===== src/rtl/div_i4_o4_seq_pkg.sv =====
// div_pkg: shared FSM state type and width limit for the sequential divider
package div_pkg;
  typedef enum logic [1:0] {IDLE, CALC, DONE} state_t;
  localparam int MAX_WIDTH = 8;
  localparam int CNT_W = $clog2(MAX_WIDTH + 1);
endpackage


===== src/rtl/div_i4_o4_seq_if.sv =====
// div_i4_o4_seq_if: operand/result handshake bundle for the sequential divider
interface div_i4_o4_seq_if #(parameter int WIDTH = 2);
  logic in_valid, in_ready, out_valid, out_ready, dbz, chk_err;
  logic [WIDTH-1:0] dividend, divisor, quotient, remainder;
  modport master(output in_valid, dividend, divisor, out_ready,
                 input in_ready, out_valid, quotient, remainder, dbz, chk_err);
  modport slave(input in_valid, dividend, divisor, out_ready,
                output in_ready, out_valid, quotient, remainder, dbz, chk_err);
endinterface


===== src/rtl/div_i4_o4_seq_check.sv =====
// div_check: combinational consistency check of a finished division
module div_check #(parameter int WIDTH = 2) (
  input  logic [WIDTH-1:0] dividend_i,
  input  logic [WIDTH-1:0] divisor_i,
  input  logic [WIDTH-1:0] quotient_i,
  input  logic [WIDTH-1:0] remainder_i,
  output logic             err_o
);
  logic [2*WIDTH-1:0] recon;
  always_comb begin
    recon = (2*WIDTH)'(quotient_i) * (2*WIDTH)'(divisor_i) + (2*WIDTH)'(remainder_i);
    err_o = (recon != (2*WIDTH)'(dividend_i)) || (remainder_i >= divisor_i);
  end
endmodule


===== src/rtl/div_i4_o4_seq.sv =====
// div_i4_o4_seq: restoring divider, one quotient bit per cycle; DIV_SELF_CHECK_EN adds a result check
module div_i4_o4_seq import div_pkg::*; #(parameter int WIDTH = 2) (
  input logic clk,
  input logic rst_n,
  div_i4_o4_seq_if.slave bus
);
  state_t             state_q, state_d;
  logic [WIDTH-1:0]   rem_q, rem_d, quo_q, quo_d, dvs_q, dvs_d;
  logic [CNT_W-1:0]   cnt_q, cnt_d;
  logic               dbz_q, dbz_d;
  logic [WIDTH:0]     sh;
  logic               ge, zero;
  // next state: capture in IDLE, shift-subtract in CALC, release on out_ready in DONE
  always_comb begin
    state_d = state_q;
    rem_d = rem_q;
    quo_d = quo_q;
    dvs_d = dvs_q;
    cnt_d = cnt_q;
    dbz_d = dbz_q;
    zero = bus.divisor == '0;
    sh = {rem_q, quo_q[WIDTH-1]};
    ge = sh >= {1'b0, dvs_q};
    if (state_q == IDLE && bus.in_valid) begin
      dvs_d = bus.divisor;
      dbz_d = zero;
      rem_d = zero ? bus.dividend : '0;
      quo_d = zero ? '1 : bus.dividend;
      cnt_d = CNT_W'(WIDTH - 1);
      state_d = zero ? DONE : CALC;
    end else if (state_q == CALC) begin
      rem_d = WIDTH'(ge ? sh - {1'b0, dvs_q} : sh);
      quo_d = {quo_q[WIDTH-2:0], ge};
      cnt_d = cnt_q - 1'b1;
      state_d = cnt_q == '0 ? DONE : CALC;
    end else if (state_q == DONE && bus.out_ready) begin
      state_d = IDLE;
    end
  end
  // state and datapath registers
  always_ff @(posedge clk or negedge rst_n) begin
    if (!rst_n) begin
      state_q <= IDLE;
      rem_q <= '0;
      quo_q <= '0;
      dvs_q <= '0;
      cnt_q <= '0;
      dbz_q <= 1'b0;
    end else begin
      state_q <= state_d;
      rem_q <= rem_d;
      quo_q <= quo_d;
      dvs_q <= dvs_d;
      cnt_q <= cnt_d;
      dbz_q <= dbz_d;
    end
  end
  assign bus.in_ready  = state_q == IDLE;
  assign bus.out_valid = state_q == DONE;
  assign bus.quotient  = bus.out_valid ? quo_q : '0;
  assign bus.remainder = bus.out_valid ? rem_q : '0;
  assign bus.dbz       = bus.out_valid & dbz_q;
`ifdef DIV_SELF_CHECK_EN
  logic [WIDTH-1:0] dvd_q;
  logic             err;
  // original dividend kept for the reconstruction check
  always_ff @(posedge clk or negedge rst_n) begin
    if (!rst_n) dvd_q <= '0;
    else if (state_q == IDLE && bus.in_valid) dvd_q <= bus.dividend;
  end
  div_check #(.WIDTH(WIDTH)) u_check (
    .dividend_i(dvd_q), .divisor_i(dvs_q), .quotient_i(quo_q), .remainder_i(rem_q), .err_o(err)
  );
  assign bus.chk_err = bus.out_valid & ~dbz_q & err;
`else
  assign bus.chk_err = 1'b0;
`endif
endmodule

===== src/flat_wrapper.sv =====
// flat-port wrapper written by rule: the top's interface ports become plain ports
module div_i4_o4_seq_flat import div_pkg::*;
#(parameter int WIDTH = 2)
  (clk, rst_n, bus_in_valid, bus_dividend, bus_divisor, bus_out_ready, bus_in_ready, bus_out_valid, bus_quotient, bus_remainder, bus_dbz, bus_chk_err);
  div_i4_o4_seq_if #(.WIDTH(WIDTH)) bus_i ();
  input logic clk;
  input logic rst_n;
  input wire logic [$bits(bus_i.in_valid)-1:0] bus_in_valid;
  input wire logic [$bits(bus_i.dividend)-1:0] bus_dividend;
  input wire logic [$bits(bus_i.divisor)-1:0] bus_divisor;
  input wire logic [$bits(bus_i.out_ready)-1:0] bus_out_ready;
  output wire logic [$bits(bus_i.in_ready)-1:0] bus_in_ready;
  output wire logic [$bits(bus_i.out_valid)-1:0] bus_out_valid;
  output wire logic [$bits(bus_i.quotient)-1:0] bus_quotient;
  output wire logic [$bits(bus_i.remainder)-1:0] bus_remainder;
  output wire logic [$bits(bus_i.dbz)-1:0] bus_dbz;
  output wire logic [$bits(bus_i.chk_err)-1:0] bus_chk_err;
  assign bus_i.in_valid = bus_in_valid;
  assign bus_i.dividend = bus_dividend;
  assign bus_i.divisor = bus_divisor;
  assign bus_i.out_ready = bus_out_ready;
  assign bus_in_ready = bus_i.in_ready;
  assign bus_out_valid = bus_i.out_valid;
  assign bus_quotient = bus_i.quotient;
  assign bus_remainder = bus_i.remainder;
  assign bus_dbz = bus_i.dbz;
  assign bus_chk_err = bus_i.chk_err;
  div_i4_o4_seq #(.WIDTH(WIDTH)) u_core (.clk(clk), .rst_n(rst_n), .bus(bus_i));
endmodule

===== config.mk =====
export PLATFORM = sky130hd
export DESIGN_NAME = div_i4_o4_seq_flat
export DESIGN_NICKNAME = d
export VERILOG_FILES = /design/src/rtl/div_i4_o4_seq_pkg.sv /design/src/rtl/div_i4_o4_seq_if.sv /design/src/rtl/div_i4_o4_seq_check.sv /design/src/rtl/div_i4_o4_seq.sv /design/src/flat_wrapper.sv
export SDC_FILE = /design/constraint.sdc
export NUM_CORES = 1
export LEC_CHECK = 0
export ABC_AREA = 1
export CORE_MARGIN = 10
export CORE_UTILIZATION = 54
export CTS_CLUSTER_DIAMETER = 100
export DETAILED_ROUTE_END_ITERATION = 12
export DONT_BUFFER_PORTS = 1
export PLACE_DENSITY = 0.71
export SLEW_MARGIN = 20
export SYNTH_ARGS = -nofsm -noshare
export SYNTH_HDL_FRONTEND = slang
export SYNTH_SLANG_ARGS = --single-unit
export TNS_END_PERCENT = 100

===== constraint.sdc =====
create_clock -name clk -period 1.2 [get_ports clk]
set_input_delay 0.12 -clock clk [delete_from_list [all_inputs] [get_ports clk]]
set_output_delay 0.12 -clock clk [all_outputs]
set_load 0.03 [all_outputs]

* Word-level counts from Yosys, hierarchy flattened
Cells that the tools add are included.
Widths: inputs -> output; s select.
** Word-level totals
- Flip-flop bits (word level) :: 13
- Input bits :: 8
- Output and inout port bits :: 8
- Logic and storage cells :: 35
** Operators by class
- $add $sub $neg :: 2
- $lt $le $gt $ge :: 1
- Equal/unequal tests :: 2
- Mux-type cells :: 16
- Bitwise logic cells :: 1
- Reductions and logical operators :: 7
** Operator list (count)
- $mux 2 :: 14
- $mux 4 :: 2
- $logic_not 2->1 :: 2
- $logic_not 4->1 :: 1
- $sub 4x1->4 const B :: 1
- $ge 3x2->1 :: 1
- $reduce_bool 3->1 :: 1
- $eq 2x1->1 const B :: 1
- $eq 2x2->1 const B :: 1
- $logic_and 1x1->1 :: 2
- $reduce_bool 2->1 :: 1
- $sub 2x2->2 :: 1
- $and 1x1->1 :: 1

* Longest topological paths before layout
Gate-level depths: netlist of the first run.
- Depth in word-level cells :: 5
- Mapped depth :: 9

* Least setup slack after synthesis of the first run
OpenSTA, ideal clock, no wires.
- Kind :: register -> output
- Start :: register u_core.state_q[1]
- End :: output port bus_dbz
- Arrival :: 1.634 ns
- Path slack :: -0.554 ns
- Stages on the path, launching flop included :: 5
- Buffers on the path :: 0
- Path through :: dfrtp_1 > inv_1 > nor2_1 > inv_1 > nor2_1
** Between the ends
- Longest elaborated chain between the ends :: 2
** Ends and longest elaborated chain
- start, declared :: line div_i4_o4_seq.sv:7 : state_t state_q, state_d;
- start signal, assigned :: line div_i4_o4_seq.sv:50 : state_q <= state_d;
- $eq 2x2->1 :: line div_i4_o4_seq.sv:59 : assign bus.out_valid = state_q == DONE;
- net bus_out_valid :: line flat_wrapper.sv:13 : output wire logic [$bits(bus_i.out_valid)-1:0] bus_out_valid;
- $and 1x1->1 :: line div_i4_o4_seq.sv:62 : assign bus.dbz = bus.out_valid & dbz_q;
- end, declared :: line flat_wrapper.sv:16 : output wire logic [$bits(bus_i.dbz)-1:0] bus_dbz;
The timed path passes the listed nets, and every way through them passes these cells.

* Worst setup path after layout of the first run
- Start :: register u_core.state_q[1]
- End :: register u_core.rem_q[1]
** Between the ends
- Longest elaborated chain between the ends :: 3
** Ends and longest elaborated chain
- $logic_not 2->1 :: line div_i4_o4_seq.sv:24 : if (state_q == IDLE && bus.in_valid) begin
- $logic_and 1x1->1 :: line div_i4_o4_seq.sv:24
- $mux 2 or $reduce_bool 2->1 (tied branches)
- end signal, assigned :: line div_i4_o4_seq.sv:51 : rem_q <= rem_d;
- end, declared :: line div_i4_o4_seq.sv:8 : logic [WIDTH-1:0] rem_q, rem_d, quo_q, quo_d, dvs_q, dvs_d;
Several ways; a longest one is shown, not always the timed one.
A chain may end at the register's enable or synchronous reset.

==> impl_metrics.yaml, run 1 <==
place:
  io_buffers: 0
  gp_congestion: 0.825
  dp_hpwl_mm: 1.42
  placed_area_um2: 961
  place_ws_ps: -124
cts:
  cts_buffers: 3
  clk_root_buffer_cell: "clkbuf_4"
  insertion_delay_ps: 280
  cts_tree: "yes"
  clk_pin_slew_ps: 90
  h-tree-depth: 1
  cts_num_sinks: 13
  clk_path_buf_depth: 2
timing:
  maxSlewHeadroom: 0.571
  fmax_mhz: 694
  slew_violations: 0
  rsz0062_at_grt: "true"
  hold_viol_final: 2
  fin_hold_ws_ps: -22.8
  layout_setup_ws_ps: -241
  setup_viol: 20
  fin_crit_ps: 1440
  finalClockSkew_ps: 7.54
  layout_worst_path_cycle_share: 1.20
  tightest_slew_ps: 641
  tns_ps: -3430
yosys:
  yosysMostFrequentCell: "inv_1"
  yosys.area.top_type: "dfrtp_1"
  syn_inst: 111
  synth.top_cell.area_share: 0.385
  ys.warnings.count: 0
  synth_area_um2: 845
  ys.flop_type: "dfrtp_1"
  synth_cell_types: 20
  synth.ff_latch_count: 13
  synth_edf_count: 0
  synthArstFlopShare: 1.00
  netlist_top_cells_area: "dfrtp_1, inv_1, nand2_1, nor2_1, ha_1"
  syn_nets: 123
  postSynthAreaPerCell_um2: 7.61
  yosysSeqAreaShare: 0.385
  synthTopCellsByCount: "inv_1, nand2_1, nor2_1"
power:
  clkPwrFrac: 0.340
  leakage_nw: 0.664
  power_density_nw_per_um2: 643
  power_switching_mw: 0.237
  peakVddDrop_mv: 0.886
  power.share.combinational: 0.129
  pwr-share-seq: 0.531
  p_int_mw: 0.611
  p_sw_frac: 0.280
global_route:
  grt_pass1_wl_mm: 3.77
  grt_use_total: 0.136
  grt_antenna_before_repair: 0
  grt_pass1_vias: 833
  gr-total-overflow: 0
  grt_max_degree: 14
cells_and_area:
  final_layout_size_suffix_gt1_frac: 0.514
  post-route-util: 0.887
  n_antenna_cell: 0
  final_area_um2: 1320
  nNetsFinal: 153
  syn_to_final_growth_pct: 56.3
run:
  cap_violations: 0
setup_path:
  required_ps: 1420
  crit_fanout: 5
  worstPathArrival_ps: 1660
  start_kind: "flip-flop"
  path_cells: "buf_4 > buf_6 > nor2_4 > nand2_4 > buf_6 > nor2_4 > nor2_2 > a21boi_2"
  cpPeakStageDelay_ps: 420
  crit_slowest_cell: "dfrtp_2"
  endpoint_kind: "flip-flop"
  crit_type: "reg -> reg"
floorplanning:
  dieHeight_um: 59.5
  start_util: 0.567
  coreArea_um2: 1490
  std_cell_rows: 14
  io_pins: 16
  die_x_um: 59.5
  dieArea_um2: 3550
status:
  violations: "negative hold slack, negative setup slack"
  outcome: "finished with violations"
routing:
  vias: 917
  firstDrtPassIters: 5
  drc: 0
  drt-total-wl_mm: 2.96
  ant_nets: 0
  wl_per_cell_um: 19.0
  drt-initial-drc-count: 43
  via_per_inst: 5.88
worst_hold_path:
  hold_path_class: "in -> reg"
final cells by class:
type                       count  area, um^2
tap                           16        20.0
sequential                    13         328
fill                          65         169
timing repair buffer          27         258
inverter                      24        97.6
multi-input combinational     72         591
clock buffer                   4        26.3
power by group through the flow:
stage          Clock, mW  Combinational, mW  Sequential [mW]
2_1_floorplan          0             0.0536            0.456
3_3_place_gp           0             0.0574            0.457
3_5_place_dp           0             0.0594            0.457
4_1_cts            0.286             0.0889            0.449
5_1_grt            0.306              0.117            0.451
6_report           0.289              0.109            0.451
path summary, 6_finish.rpt:
| check | slack [ps] | endpoint | from | cells after the start |
|---|---|---|---|---|
| worst min register to register | 470 | u_core.cnt_q[2] | u_core.cnt_q[2] | 1 |
| max in group asynchronous | 450 | u_core.state_q[0] | rst_n | 1 |
| worst min-delay path | -20 | u_core.dvs_q[1] | bus_divisor[1] | 2 |
| worst max register to register | -240 | u_core.rem_q[1] | u_core.state_q[1] | 8 |
| min in group asynchronous | 290 | u_core.rem_q[1] | rst_n | 1 |
| worst max-delay path | -240 | u_core.rem_q[1] | u_core.state_q[1] | 8 |
cell usage in the layout, fill, tap and decap left out, types with 2 or more instances in the layout:
cell,instances
nand2_4,5
ha_1,2
o21ai_2,3
dfrtp_2,2
clkbuf_4,3
ha_4,2
nand3_1,5
nand2_1,14
inv_2,4
nor2_1,5
inv_4,3
o211ai_1,2
buf_6,14
inv_1,17
nand4_1,2
nor2_4,13
o21ai_1,6
dfrtp_1,11
buf_4,12
nand2_2,3
metal layers:
metal	GRT usage	share of wire	routed length, um	vias up
met3	0.0494	0.097	286	12
met5	0	0	0	-
met2	0.215	0.49	1440	72
met1	0.155	0.38	1130	430
li1	-	-	-	403
met4	0.0705	0.035	105	0
worst max-delay path: cells and delay by family, from the launching register on:
family / cells / cell delay (ps)
compound gates: 1 / 100
buf+inv: 3 / 420
flops: 1 / 420
simple gates: 4 / 420
sequential cells by signal, summed over array words and instances (netlist names):
register        cells
u_core.rem_q        2
u_core.state_q      2
u_core.cnt_q        4
u_core.quo_q        2
u_core.dbz_q        1
u_core.dvs_q        2
metrics by stage:
| stage | instances | power [mW] | hold slack [ps] |
|---|---|---|---|
| finish | 156 | 0.849 | -22.8 |
| global route | 156 | 0.874 | 8.24 |
| CTS | 150 | 0.824 | 2.46 |
| detailed placement | 135 | 0.516 | -175 |
| global placement | 135 | 0.514 | -175 |
| floorplan | 111 | 0.510 | -176 |
timing repair:
item / 4_1_cts / 5_1_grt
resized for setup: 28 / 29
endpoints found under the hold margin: 13 / 0
setup buffers: 10 / 6
hold buffers: 1 / 0
pin swaps: 12 / 6
setup endpoints to repair: 11 / 19
kinds of logic (layout without fill, tap and decap cells):
kind of cell / Yosys count / after routing / share of synthesized area
adder cells (fa/ha/maj): 4 / 4 / 0.0593
flip-flops: 13 / 13 / 0.385
buffers and inverters: 26 / 55 / 0.129
other: 1 / 1 / 0.00444
AND/OR/NAND/NOR: 52 / 52 / 0.317
AO/OA/AOI/OAI: 15 / 15 / 0.105
(Power assumes the default switching activity.)
==> run 2: changes to the inputs <==
Settings changed: CORE_UTILIZATION 54 to 55, CTS_BUF_LIST set to sky130_fd_sc_hd__clkbuf_8, PLACE_DENSITY 0.71 to 0.72.
==> impl_metrics.yaml, run 2 (synthesis gave the netlist of run 1 again) <==
status:
  outcome: "finished with violations"
  violations: "negative setup slack"
worst_hold_path:
  hold_path_class: "in -> reg"
  hold_depth: 2
routing:
  via_per_inst: 5.81
  ant_nets: 0
  drt-initial-drc-count: 42
  firstDrtPassIters: 4
  drt-total-wl_mm: 3.05
  vias: 883
  drc: 0
  wl_per_cell_um: 20.1
cts:
  clk_pin_slew_ps: 70
  cts_tree: "yes"
  clk_root_buffer_cell: "clkbuf_8"
  cts_buffers: 3
  h-tree-depth: 1
  clk_path_buf_depth: 2
  cts_num_sinks: 13
  insertion_delay_ps: 250
setup_path:
  r2r_cells: 7
  endpoint_kind: "primary output"
  crit_slowest_cell: "dfrtp_2"
  crit_family: "flip-flops"
  critical_path_depth: 5
  start_kind: "flip-flop"
  crit_fanout: 5
  required_ps: 1080
  crit_type: "reg -> out"
  path_cells: "buf_4 > nor2_4 > inv_4 > nor2_2 > buf_6"
  worstPathArrival_ps: 1310
  cpPeakStageDelay_ps: 430
  cp_num_buf_inv: 3
global_route:
  grt-busiest-layer: "met2"
  grt_pass1_vias: 953
  grt_use_total: 0.169
  use_met3: 0.0644
  grt_antenna_before_repair: 0
  use_met1: 0.163
  gr-total-overflow: 0
  met2_usage: 0.287
  grt_max_degree: 14
  grt_pass1_wl_mm: 4.49
power:
  power_density_nw_per_um2: 740
  peakVddDrop_mv: 0.847
  power.total_mw: 0.966
  leakage_nw: 0.662
place:
  gp_congestion: 0.800
  dp_hpwl_mm: 1.44
  post-place-cells: 136
  place_ws_ps: -159
  io_buffers: 0
  placed_area_um2: 968
floorplanning:
  die_x_um: 59.2
  dieHeight_um: 59.2
  std_cell_rows: 14
  coreArea_um2: 1470
  start_util: 0.574
  io_pins: 16
  dieArea_um2: 3500
timing:
  slew_violations: 0
  hold_viol_final: 0
  layout_worst_path_cycle_share: 1.19
  layout_setup_ws_ps: -231
  setup_viol: 18
  tightest_slew_ps: 627
  fin_hold_ws_ps: 18.9
  fin_crit_ps: 1430
  finalClockSkew_ps: 10.9
  rsz0062_at_grt: "true"
  maxSlewHeadroom: 0.580
  fmax_mhz: 699
  tns_ps: -1930
cells_and_area:
  syn_to_final_growth_pct: 54.5
  final_common_cell: "inv_1"
  n_antenna_cell: 0
  fin_cells: 152
  top_register: "u_core.cnt_q"
  layout_common_cells: "inv_1, buf_6, dfrtp_1"
  final_area_um2: 1310
  post-route-util: 0.887
  final_layout_size_suffix_gt1_frac: 0.551
  largest_register_ffs: 4
  nNetsFinal: 149
run:
  cap_violations: 0
[run 2: area by class of cell]
type	instances	area [um^2]
tap	16	20.0
clock buffer	3	41.3
timing repair buffer	23	233
fill	56	166
clock inverter	1	3.75
sequential	13	328
inverter	24	105
multi-input combinational	72	574
[run 2: final timing paths]
| check | to | startpoint | slack (ps) |
|---|---|---|---|
| setup / recovery | bus_quotient[1] | u_core.state_q[0] | -230 |
| hold / removal | u_core.quo_q[1] | bus_dividend[1] | 20 |
| setup reg to reg | u_core.rem_q[0] | u_core.state_q[0] | -150 |
| hold reg to reg | u_core.cnt_q[2] | u_core.cnt_q[2] | 500 |
| max in group asynchronous | u_core.state_q[0] | rst_n | 440 |
| min in group asynchronous | u_core.quo_q[1] | rst_n | 320 |
[run 2: timing repair]
item	in CTS	in global routing
hold buffers	1	0
cloned	0	0
pin swaps	14	9
endpoints found under the hold margin	13	0
buffers inserted	9	2
endpoints found under the setup margin	9	18
resized for setup	33	25
[run 2: per-layer routing]
layer	part of all wire	vias up
met5	0	-
li1	-	393
met1	0.35	425
met4	0.057	0
met2	0.53	44
met3	0.063	21
[run 2: power by group]
part | leakage (nW) | internal (mW) | total, mW | switching, mW
sequential | 0.144 | 0.447 | 0.451 | 0.00490
combinational | 0.491 | 0.0384 | 0.110 | 0.0712
clock | 0.0269 | 0.227 | 0.405 | 0.179
total | 0.662 | 0.712 | 0.966 | 0.255
